## config.mk

```make
export PLATFORM = sky130hd
export DESIGN_NAME = thumb_read_arb
export DESIGN_NICKNAME = d
export VERILOG_FILES = /design/src/rtl/thumb_pkg.sv /design/src/rtl/rr_pick.sv /design/src/rtl/thumb_read_arb.sv
export SDC_FILE = /design/constraint.sdc
export NUM_CORES = 1
export LEC_CHECK = 0
export ABC_AREA = 1
export ABC_CLOCK_PERIOD_IN_PS = 3360
export CAP_MARGIN = 20
export CORE_MARGIN = 2
export CORE_UTILIZATION = 40
export DETAILED_ROUTE_END_ITERATION = 8
export DONT_BUFFER_PORTS = 1
export PLACE_DENSITY = 0.55
export SLEW_MARGIN = 5
export SYNTH_ARGS = -nofsm -noshare
export SYNTH_HDL_FRONTEND = slang
export SYNTH_HIERARCHICAL = 1
export SYNTH_SLANG_ARGS = --single-unit
```

## constraint.sdc

```tcl
create_clock -name read_clock -period 3.36 [get_ports read_clock]
set_input_delay 0.672 -clock read_clock [delete_from_list [all_inputs] [get_ports read_clock]]
set_output_delay 0.672 -clock read_clock [all_outputs]
set_load 0.01 [all_outputs]
```

## src/rtl/thumb_pkg.sv

```systemverilog
// Shared definitions for the thumbnail read arbiter: thumbnail geometry,
// coordinate widths, pointer width and the arbiter FSM state encoding.
package thumb_pkg;

  localparam int THUMB_W = 40;
  localparam int THUMB_H = 30;
  localparam int X_W     = 6;
  localparam int Y_W     = 5;
  localparam int PIX_W   = 8;
  localparam int PTR_W   = 2;

  typedef enum logic [0:0] {
    ST_ARB    = 1'b0,
    ST_LOCKED = 1'b1
  } arb_state_t;

  // True when (x, y) addresses a pixel inside the thumbnail.
  function automatic logic in_range(input logic [X_W-1:0] x, input logic [Y_W-1:0] y);
    return (int'(x) < THUMB_W) && (int'(y) < THUMB_H);
  endfunction

endpackage

```

## src/rtl/rr_pick.sv

```systemverilog
// Combinational round-robin selector: returns a one-hot pick of the first
// asserted request found when searching upward from ptr, wrapping at NUM_REQ.
module rr_pick
  import thumb_pkg::*;
#(
  parameter int NUM_REQ = 3
) (
  input  logic [NUM_REQ-1:0] req,
  input  logic [PTR_W-1:0]   ptr,
  output logic [NUM_REQ-1:0] pick
);

  int   idx;
  logic found;

  // Walk the requesters starting at ptr and keep only the first hit.
  always_comb begin
    pick  = '0;
    found = 1'b0;
    idx   = 0;
    for (int k = 0; k < NUM_REQ; k++) begin
      idx = int'(ptr) + k;
      if (idx >= NUM_REQ) idx = idx - NUM_REQ;
      if (!found && req[idx]) begin
        pick[idx] = 1'b1;
        found     = 1'b1;
      end
    end
  end

endmodule

```

## src/rtl/thumb_read_arb.sv

```systemverilog
// Round-robin read arbiter in front of the thumbnail buffer read port.
// Grants one requester per cycle, registers its address toward the buffer and
// returns the pixel two cycles after the grant through a small tag pipeline.
// Optional burst locking is enabled by defining THUMB_ARB_LOCK_EN.
module thumb_read_arb
  import thumb_pkg::*;
#(
  parameter int NUM_REQ  = 3,
  parameter int MAX_LOCK = 40
) (
  input  logic                   read_clock,
  input  logic                   resetn,
  input  logic [NUM_REQ-1:0]     req,
  input  logic [X_W*NUM_REQ-1:0] req_x,
  input  logic [Y_W*NUM_REQ-1:0] req_y,
  input  logic [NUM_REQ-1:0]     lock,
  output logic [NUM_REQ-1:0]     gnt,
  output logic [NUM_REQ-1:0]     rsp_valid,
  output logic [PIX_W-1:0]       rsp_data,
  output logic                   rsp_err,
  output logic [X_W-1:0]         read_x,
  output logic [Y_W-1:0]         read_y,
  input  logic [PIX_W-1:0]       read_q
);

  logic [PTR_W-1:0]   ptr, ptr_nxt;
  logic [NUM_REQ-1:0] pick, gnt_raw;
  logic [PTR_W-1:0]   gnt_idx;
  logic               gnt_any;
  logic [X_W-1:0]     sel_x;
  logic [Y_W-1:0]     sel_y;
  logic               sel_ok;

  logic               vld_p0, err_p0, vld_p1, err_p1;
  logic [PTR_W-1:0]   idx_p0, idx_p1;

  function automatic logic [PTR_W-1:0] ptr_inc(input logic [PTR_W-1:0] p);
    return (int'(p) == NUM_REQ - 1) ? '0 : p + 1'b1;
  endfunction

  rr_pick #(.NUM_REQ(NUM_REQ)) u_pick (
    .req  (req),
    .ptr  (ptr),
    .pick (pick)
  );

  // Grant is held off while reset is asserted.
  assign gnt     = gnt_raw & {NUM_REQ{resetn}};
  assign gnt_any = |gnt;

  // Encode the one-hot grant and select the granted requester's address.
  always_comb begin
    gnt_idx = '0;
    for (int k = 0; k < NUM_REQ; k++) begin
      if (gnt[k]) gnt_idx = PTR_W'(k);
    end
    sel_x  = req_x[int'(gnt_idx)*X_W +: X_W];
    sel_y  = req_y[int'(gnt_idx)*Y_W +: Y_W];
    sel_ok = in_range(sel_x, sel_y);
  end

`ifdef THUMB_ARB_LOCK_EN
  localparam logic [5:0] LOCK_LIM = 6'(MAX_LOCK);

  arb_state_t       state, state_nxt;
  logic [PTR_W-1:0] owner, owner_nxt;
  logic [5:0]       lock_cnt, lock_cnt_nxt;

  // Lock FSM: grant selection, lock entry/exit and pointer update.
  always_comb begin
    gnt_raw      = pick;
    state_nxt    = state;
    owner_nxt    = owner;
    lock_cnt_nxt = lock_cnt;
    ptr_nxt      = ptr;
    case (state)
      ST_ARB: begin
        if (gnt_any) begin
          ptr_nxt = ptr_inc(gnt_idx);
          if (lock[gnt_idx]) begin
            state_nxt    = ST_LOCKED;
            owner_nxt    = gnt_idx;
            lock_cnt_nxt = 6'd1;
          end
        end
      end
      ST_LOCKED: begin
        gnt_raw        = '0;
        gnt_raw[owner] = req[owner];
        if (gnt_any) lock_cnt_nxt = lock_cnt + 6'd1;
        if (!lock[owner] || (gnt_any && (lock_cnt_nxt >= LOCK_LIM))) begin
          state_nxt    = ST_ARB;
          ptr_nxt      = ptr_inc(owner);
          lock_cnt_nxt = '0;
        end
      end
      default: begin
        state_nxt = ST_ARB;
      end
    endcase
  end

  // Lock FSM and priority pointer state.
  always_ff @(posedge read_clock or negedge resetn) begin
    if (!resetn) begin
      state    <= ST_ARB;
      owner    <= '0;
      lock_cnt <= '0;
      ptr      <= '0;
    end else begin
      state    <= state_nxt;
      owner    <= owner_nxt;
      lock_cnt <= lock_cnt_nxt;
      ptr      <= ptr_nxt;
    end
  end
`else
  logic unused_lock;
  assign unused_lock = ^lock;

  // Pure round-robin: grant the pick and advance past the winner.
  always_comb begin
    gnt_raw = pick;
    ptr_nxt = gnt_any ? ptr_inc(gnt_idx) : ptr;
  end

  // Priority pointer state.
  always_ff @(posedge read_clock or negedge resetn) begin
    if (!resetn) ptr <= '0;
    else         ptr <= ptr_nxt;
  end
`endif

  // Address register toward the buffer and the two-stage response tag.
  always_ff @(posedge read_clock or negedge resetn) begin
    if (!resetn) begin
      read_x <= '0;
      read_y <= '0;
      vld_p0 <= 1'b0;
      idx_p0 <= '0;
      err_p0 <= 1'b0;
      vld_p1 <= 1'b0;
      idx_p1 <= '0;
      err_p1 <= 1'b0;
    end else begin
      // p0: grant accepted, address launched to the buffer
      vld_p0 <= gnt_any;
      if (gnt_any) begin
        idx_p0 <= gnt_idx;
        err_p0 <= !sel_ok;
        if (sel_ok) begin
          read_x <= sel_x;
          read_y <= sel_y;
        end
      end
      // p1: buffer data lines up with this tag
      vld_p1 <= vld_p0;
      idx_p1 <= idx_p0;
      err_p1 <= err_p0;
    end
  end

  // Response strobe and data; everything is zero when no response is due.
  always_comb begin
    rsp_valid = '0;
    rsp_data  = '0;
    rsp_err   = 1'b0;
    if (vld_p1) begin
      rsp_valid[idx_p1] = 1'b1;
      rsp_err           = err_p1;
      rsp_data          = err_p1 ? '0 : read_q;
    end
  end

endmodule

```

# == Word-level counts from Yosys, hierarchy flattened ==
# Index checks and enable logic that the tools add are counted.
# totals
input_bits,49
output_inout_bits,26
reg_bits,21
word_cells,80
# op_classes
bitwise,3
n_lt_le_gt_ge,13
addsub,6
n_eq_ne,1
mul,2
shift,2
n_reduce_logical,12
n_mux,32
# op_table
cell,n
$ge 32x1->1 const B,3
$lt 32x4->1 const B,3
$mux 32,3
$ge 32x3->1 const B,2
$sub 32x3->32 const B,2
$shiftx 18x6->6,1
$mux 8,2
$shiftx 15x6->5,1
$mux 1,14
$mux 3,4
$demux 1 s2,4
$logic_and 1x1->1,7
$bmux 1 s2,3
$lt 6x6->1 const B,1
$or 3x3->3,2
$lt 5x5->1 const B,1
$mul 2x3->5 const B,1
$mul 2x2->4 const B,1
$mux 2,2
$add 2x1->3 const B,1
$add 2x2->3 const B,1
$and 3x3->3,1
$logic_not 1->1,3
$lt 2x3->1 const B,1
other kinds (7),7

# == Depth between registers and ports, before layout ==
# Gate-level depths: netlist of the first run.
# depth
word_depth,20
mapped_depth,20
mapped_depth_nobuf,19

# == Hierarchy ==
# Netlist of the first run, hierarchy kept.
# by_module_without_submodules
module,cells_each,seq_area_each_um2,instances,area_per_inst_um2
thumb_read_arb,176,500.5,1,1271.2
rr_pick,42,0.0,1,232.7

# == Worst setup path after synthesis of the first run ==
# OpenSTA, ideal clock, no wires.
# synth_timing
kind,register to output
startpoint,reg ptr[0]
endpoint,out gnt[2]
t_arrival_ns,1.739
n_path_buf,1
path_stages_with_launch,13
required_ns,2.688
slack_ns,0.949
cell_sequence,dfrtp_1 > inv_1 > ha_1 > inv_1 > nand2_1 > nand3_1 > nand2_1 > inv_1 > nand3_1 > nand3b_1 > nand2_4 > inv_2 > buf_4
# synth_between
elab_chain_cells,13
# synth_rtl
element,line_no,source
"start, declared",thumb_read_arb.sv:26,"logic [PTR_W-1:0] ptr, ptr_nxt;"
"start signal, assigned",thumb_read_arb.sv:130,else ptr <= ptr_nxt;
"parallel branches: the longest is 11 deep, another holds $sub 32x3->32",-,
$mux 3 (*),rr_pick.sv:24,if (!found && req[idx]) begin
net gnt_raw[2],thumb_read_arb.sv:27,"logic [NUM_REQ-1:0] pick, gnt_raw;"
$and 3x3->3 (*),thumb_read_arb.sv:48,assign gnt = gnt_raw & {NUM_REQ{resetn}};
"end, declared",thumb_read_arb.sv:17,"output logic [NUM_REQ-1:0] gnt,"
# Mark *: on every way through the listed nets, which the timed path passes. The select of a mux whose other input is x is not followed.

# == Worst setup path in the final report of the first run ==
# layout_timing
startpoint,reg ptr[0]
endpoint,reg err_p0
# layout_rtl
element,line_no,source
"parallel branches: the longest is 11 deep, another holds $sub 32x3->32",-,
$mux 3 (*),rr_pick.sv:24,
net gnt_raw[2],thumb_read_arb.sv:27,
$and 3x3->3 (*),thumb_read_arb.sv:48,
net gnt[2],thumb_read_arb.sv:17,
$mux 2,thumb_read_arb.sv:55,if (gnt[k]) gnt_idx = PTR_W'(k);
$mul 2x3->5 / $mul 2x2->4 (equally long branches),"thumb_read_arb.sv:58, thumb_read_arb.sv:57",
$shiftx 15x6->5 / $shiftx 18x6->6 (equally long branches),"thumb_read_arb.sv:58, thumb_read_arb.sv:57",
$lt 5x5->1 / $lt 6x6->1 (equally long branches),thumb_pkg.sv:19,return (int'(x) < THUMB_W) && (int'(y) < THUMB_H);
$logic_and 1x1->1,thumb_pkg.sv:19,
$logic_not 1->1,thumb_read_arb.sv:150,err_p0 <= !sel_ok;
"end signal, assigned",thumb_read_arb.sv:150,
"end, declared",thumb_read_arb.sv:34,"logic vld_p0, err_p0, vld_p1, err_p1;"
# Marks and branches as above.
# A chain may end at the register's enable or synchronous reset.

==> summary.txt, run 1 <==
DPL Wire Length = 2610 um
Hold Violations, Final = 0
I/O Buffers = 0
Placed Cells incl. Taps = 262
CP max stage cell = dfrtp_1
Synth area leaders = dfrtp_1 33%, nand2_1 14%, inv_1 9.5%
Relative slew slack = 74.3%
Setup TNS = 0 ns
Routed WL = 3250 um
Top-area cell type share of the netlist area = 33.3%
Clock slew at reported path FFs = 0.07 ns
Startpoint types = flip-flop
Die width = 65.3 um
Post-synthesis instance total = 218
Clk sinks = 20
DRT antenna net count = 0
GR Util met2 = 23.3%
M1 GR Usage = 23.7%
Syn_nets = 271
First-pass GRT wire length = 5350 um
DRT iter0 DRCs = 42
Leak Pwr = 0.000918 uW
I/O Pins = 75
Worst Tran Pin Value = 0.383 ns
Unrepaired setup endpoints after global routing = false
Commonest non-fill, non-tap cell in the layout = nand2_1
Die H = 65.3 um
Synth area leader = dfrtp_1
Pin count of the biggest net entering global routing = 27
Pre-antenna DRT Iters = 4
Synth cell types = 25
Via Count = 1244
CTS buffer count = 3
Proportion of layout cells with a drive suffix above 1 = 18.3%
# rows = 22
Status = finished clean
Commonest cells after routing, fill and taps aside = 57 x nand2_1, 38 x inv_1, 20 x dfrtp_1
Worst hold path type = input port to async pin
Post-detailed-route wirelength per cell = 12.2 um
Crit path kind = flip-flop to flip-flop
Initial antenna violation count = 0
# H-tree levels = 1
Critical path data required time = 3.50 ns
Area Growth Syn to Fin = 6.41%
Crit path DAT = 3.09 ns
Maximum vdd drop = 0.000382 V
Worst Path Max Fanout = 15
Min Tclk post-route = 2.95 ns
GPL Wtd Cong = 0.728
Antenna Cells = 0
# fillers = 423
CTS tree = done
Post-CTS setup buffer count = 0
Grt ovf = 0
Pwr dens = 1080 nW/um^2
Max-cap violations = 0
Initial Util = 41.4%
Final setup fails = 0
YS warnings = 6
Grt met3 use = 3.60%
Final Skew = 0.000917 ns
Worst-path cell chain = inv_1, ha_1, inv_1, nand2_1, nand3_1, nand2_1, inv_1, nand3_1, nand3b_1, nand2_4, inv_2, nand2_1, nand2_1, nor2_1, nor2_2, nand2_2, nand3_4, nor2b_1
Nets = 272
Netlist Area Pre-Place = 1500 sq um
Total Routing Usage GR = 15.9%
Die ar. = 4270 sq um
Grt peak-use layer = met1
Longest Clk Path Bufs = 2
Clk_lat worst skew = 0.25 ns
DRC = 0
Drt via density = 4.68
Yosys reg bits = 20
Area of the core = 3630 sq um
Tcrit/Tclk final = 87.8%
Post-Layout Cell Count = 266
Fin. max-slew vios = 0
Register area share after synthesis = 33.3%
CP Capture Type = flip-flop
Critical path's most frequent cell = nand2_1
Number of global-route vias before repair = 1112
Fmax achieved = 0.339 GHz
Syn avg cell area = 6.90 sq um
Clk root buf = clkbuf_8
Max stage delay on crit path = 0.41 ns
==> synth_stat cells, drive strengths merged <==
| cell | instances |
|---|---|
| inv | 41 |
| nand3 | 19 |
| nor3 | 2 |
| or2 | 3 |
| a21oi | 2 |
| nor2 | 24 |
| nand2 | 75 |
| buf | 6 |
| o211ai | 1 |
| dfrtp | 20 |
| nand3b | 4 |
| nor2b | 1 |
| clkbuf | 1 |
| nand4 | 15 |
| ha | 4 |
==> final cells by class <==
type	count	area, sq um	area share [%]
clock buffer	4	55.1	3.44
inverter	41	154	9.62
multi-input combinational	150	808	50.5
sequential	20	500	31.3
tap	48	60.1	3.75
timing repair buffer	3	22.5	1.41
==> cells by family (layout without fill, tap and decap cells) <==
| kind of cell | count (synthesis) | count (layout) | share of synthesized area [%] |
|---|---|---|---|
| flops | 20 | 20 | 33.3 |
| simple gates | 143 | 143 | 47.8 |
| buf+inv | 48 | 48 | 13.5 |
| compound gates | 3 | 3 | 2.16 |
| fa+ha+maj | 4 | 4 | 3.33 |
==> state kept, by name, indices dropped and copies added (netlist names) <==
signal  cells
err_p0      1
err_p1      1
idx_p0      1
idx_p1      2
ptr         2
read_x      6
read_y      5
vld_p0      1
vld_p1      1
==> what timing repair did <==
| action | 4_1_cts | 5_1_grt |
|---|---|---|
| setup endpoints to repair | 0 | 7 |
| resized for setup | 0 | 1 |
| hold buffers | 0 | 0 |
==> through the flow <==
step	worst slack [ns]	instance area [sq um]	total power (uW)	hold WS, ns	util (%)
floorplan	0.949	1500	1380	0.331	-
global placement	0.315	1540	1540	0.335	42.3
detailed placement	0.294	1540	1560	0.336	42.3
CTS	0.259	1590	1740	0.102	43.8
global route	0.113	1600	1930	0.0919	44.0
finish	0.411	1600	1730	0.109	44.0
==> critical path, delay by kind of cell, from the launching register on <==
| family | cells | cell delay (ns) |
|---|---|---|
| and+or+nand+nor | 13 | 1.67 |
| DFF | 1 | 0.41 |
| buffers and inverters | 4 | 0.40 |
| adders and majority gates | 1 | 0.37 |
==> metal layers <==
metal | share of wire, % | routed length (um)
met4 | 0.62 | 20
met2 | 44 | 1430
met5 | 0 | 0
met3 | 6.9 | 223
met1 | 49 | 1580
==> power breakdown <==
part           internal [uW]  switching [uW]
registers                362             112
clock network            104            71.9
logic                    365             715
==> worst paths after layout <==
kind	startpoint	end	slack (ns)	depth (start not counted)
worst max register to register	ptr[0]	err_p0	0.41	18
min in group read_clock	vld_p0	vld_p1	0.35	0
max in group asynchronous	resetn	idx_p1[1]	3.18	0
worst max-delay path	ptr[0]	err_p0	0.41	18
worst min register to register	vld_p0	vld_p1	0.35	0
worst min-delay path	resetn	read_y[2]	0.11	0
Power figures use the tool's default switching activity.
==> run 2: changes to the inputs <==
SLEW_MARGIN = 20   (was 5)
==> results of run 2 <==
No change in the layout: final DEF, timing and power equal those of run 1.
==> run 3: changes to the inputs <==
CORE_UTILIZATION = 50   (was 40)
GPL_TIMING_DRIVEN = 0   (was default)
PLACE_DENSITY = 0.66   (was 0.55)
==> run 3 against run 2 <==
The flow now finishes with violations (design-rule violations); worst setup slack got worse by 0.047 ns; register-to-register slack improved by 0.15 ns; die area decreased by 19%; sequential share of layout area rose by 0.098 points; global-route usage increased by 4.4 points; critical path depth down 6; cell count fell by 4.9%; largest cell class unchanged; largest power group unchanged.
==> summary.txt, run 3 (same netlist as run 1, synthesis figures left out) <==
Reg2reg start = ptr[0] (unchanged)
Tcrit/Tclk final = 89.2% (was 87.8%)
Routed WL = 3230 um (was 3250 um)
Clock power frac = 10.9% (was 10.2%)
Clk_lat worst skew = 0.30 ns (was 0.25 ns)
Leak Pwr = 0.000931 uW (was 0.000918 uW)
Initial antenna violation count = 0 (unchanged)
Post-detailed-route wirelength per cell = 12.8 um (was 12.2 um)
# rows = 19 (was 22)
Setup TNS = 0 ns (unchanged)
Pin count of the biggest net entering global routing = 27 (unchanged)
DRC = 1 (was 0)
Status = finished with violations (was finished clean)
# H-tree levels = 1 (unchanged)
Fmax achieved = 0.334 GHz (was 0.339 GHz)
Worst setup path start = ptr[0] (unchanged)
Relative slew slack = 74.1% (was 74.3%)
Die H = 58.8 um (was 65.3 um)
Total Routing Usage GR = 20.3% (was 15.9%)
Critical path data required time = 2.69 ns (was 3.50 ns)
Die ar. = 3460 sq um (was 4270 sq um)
Final Skew = 0.0130 ns (was 0.000917 ns)
Clock slew at reported path FFs = 0.12 ns (was 0.07 ns)
Switch share = 51.4% (was 52.0%)
Final Util = 56.9% (was 44.0%)
Via Count = 1357 (was 1244)
Max FFs per register = 6 (unchanged)
Internal Pwr Total = 862 uW (was 830 uW)
Max-cap violations = 0 (unchanged)
I/O Buffers = 0 (unchanged)
Worst Tran Pin Value = 0.386 ns (was 0.383 ns)
Pwr dens = 1110 nW/um^2 (was 1080 nW/um^2)
Post-CTS setup buffer count = 0 (unchanged)
Crit path DAT = 2.32 ns (was 3.09 ns)
Grt ovf = 0 (unchanged)
CTS buffer count = 3 (unchanged)
CTS Hold Buffers Added = 0 (unchanged)
Die width = 58.8 um (was 65.3 um)
Drt via density = 5.36 (was 4.68)
Min Tclk post-route = 3.00 ns (was 2.95 ns)
R2R depth = 20 (was 18)
Nets = 276 (was 272)
Number of global-route vias before repair = 1262 (was 1112)
CP Capture Type = output pin (was flip-flop)
Pre-antenna DRT Iters = 6 (was 4)
Failing checks = design-rule violations
Overall power = 1770 uW (was 1730 uW)
Worst Path Max Fanout = 9 (was 15)
DPL Wire Length = 2700 um (was 2610 um)
Area Growth Syn to Fin = 6.07% (was 6.41%)
Commonest non-fill, non-tap cell in the layout = nand2_1 (unchanged)
Hold Violations, Final = 0 (unchanged)
Worst hold path type = input port to async pin (unchanged)
DRT antenna net count = 0 (unchanged)
DRT iter0 DRCs = 63 (was 42)
Register with the most flip-flops = read_x (unchanged)
Startpoint types = flip-flop (unchanged)
Initial Util = 53.6% (was 41.4%)
First-pass GRT wire length = 5420 um (was 5350 um)
Proportion of layout cells with a drive suffix above 1 = 19.4% (was 18.3%)
CTS resizes = 0 (unchanged)
Commonest cells after routing, fill and taps aside = 57 x nand2_1, 38 x inv_1, 20 x dfrtp_1 (unchanged)
Maximum vdd drop = 0.000423 V (was 0.000382 V)
Clk sinks = 20 (unchanged)
Antenna Cells = 0 (unchanged)
GPL Wtd Cong = 0.817 (was 0.728)
Longest Clk Path Bufs = 2 (unchanged)
Area of the core = 2810 sq um (was 3630 sq um)
I/O Pins = 75 (unchanged)
Unrepaired setup endpoints after global routing = false (unchanged)
Largest registers = read_x x6, read_y x5 (unchanged)
Clk root buf = clkbuf_4 (was clkbuf_8)
CTS tree = done (unchanged)
FF-to-FF End = read_x[4] (was err_p0)
Flop pwr share = 26.5% (was 27.4%)
Crit path kind = flip-flop to output pin (was flip-flop to flip-flop)
Fin. max-slew vios = 0 (unchanged)
Flop2flop setup slack = 0.56 ns (was 0.41 ns)
Worst setup endpoint = gnt[2] (was err_p0)
Combinational power share = 62.5% (was 62.4%)
Net Sw Power = 910 uW (was 899 uW)
Final setup fails = 0 (unchanged)
## run 3: changes by cell type in the layout (fill, tap and decap cells not counted), sizes merged
cell | previous run | this run
buf | 3 | 6
bufinv | 0 | 1
## run 3: worst min path at each step
stage / slack (ns) / to / depth (start not counted) / from
finish: 0.04 / read_x[3] / 0 / resetn
global route: 0.005 / read_x[5] / 0 / resetn
detailed placement: 0.36 / vld_p1 / 0 / vld_p0
floorplan: 0.33 / vld_p1 / 0 / vld_p0
global placement: 0.34 / vld_p1 / 0 / vld_p0
CTS: 0.03 / read_x[5] / 0 / resetn
## run 3: layout make-up
type / count / area [sq um]
buffer: 7 / 48.8
clock buffer: 3 / 22.5
clock inverter: 1 / 30.0
fill: 270 / 1210
inverter: 41 / 154
multi-input combinational: 150 / 801
sequential: 20 / 500
tap: 31 / 38.8
## run 3: per-stage QoR
stage	instances	setup slack, ns	cell area (sq um)	hold WS (ns)
3_5_place_dp	249	0.567	1540	0.358
6_report	253	0.363	1600	0.0427
3_3_place_gp	249	0.673	1540	0.340
4_1_cts	253	0.374	1600	0.0332
5_1_grt	253	0.168	1600	0.00516
2_1_floorplan	218	0.949	1500	0.331
## run 3: critical path, stage by stage (launching register included)
cell and delay [ns]:
dfrtp_1 0.41, inv_1 0.08, ha_1 0.36, inv_1 0.12, nand2_1 0.06, nand3_1 0.06, nand2_1 0.10, inv_1 0.12
nand3_1 0.09, nand3b_1 0.24, nand2_4 0.11, inv_2 0.14, buf_4 0.14
## run 3: power by group through the flow
stage | Combinational (uW) | Sequential, uW | Clock [uW]
after floorplan | 923 | 458 | 0
after global placement | 1070 | 475 | 0
after detailed placement | 1110 | 480 | 0
after CTS | 1110 | 474 | 198
after global routing | 1260 | 487 | 212
final | 1110 | 470 | 194
## run 3: layer usage
layer | part of all wire [%] | track usage (%) | routed length, um | vias up
li1 | - | - | - | 683
met1 | 46 | 28.1 | 1470 | 604
met2 | 46 | 32.5 | 1470 | 63
met3 | 6.2 | 2.42 | 201 | 7
met4 | 2.4 | 7.79 | 77 | 0
met5 | 0 | 0 | 0 | -
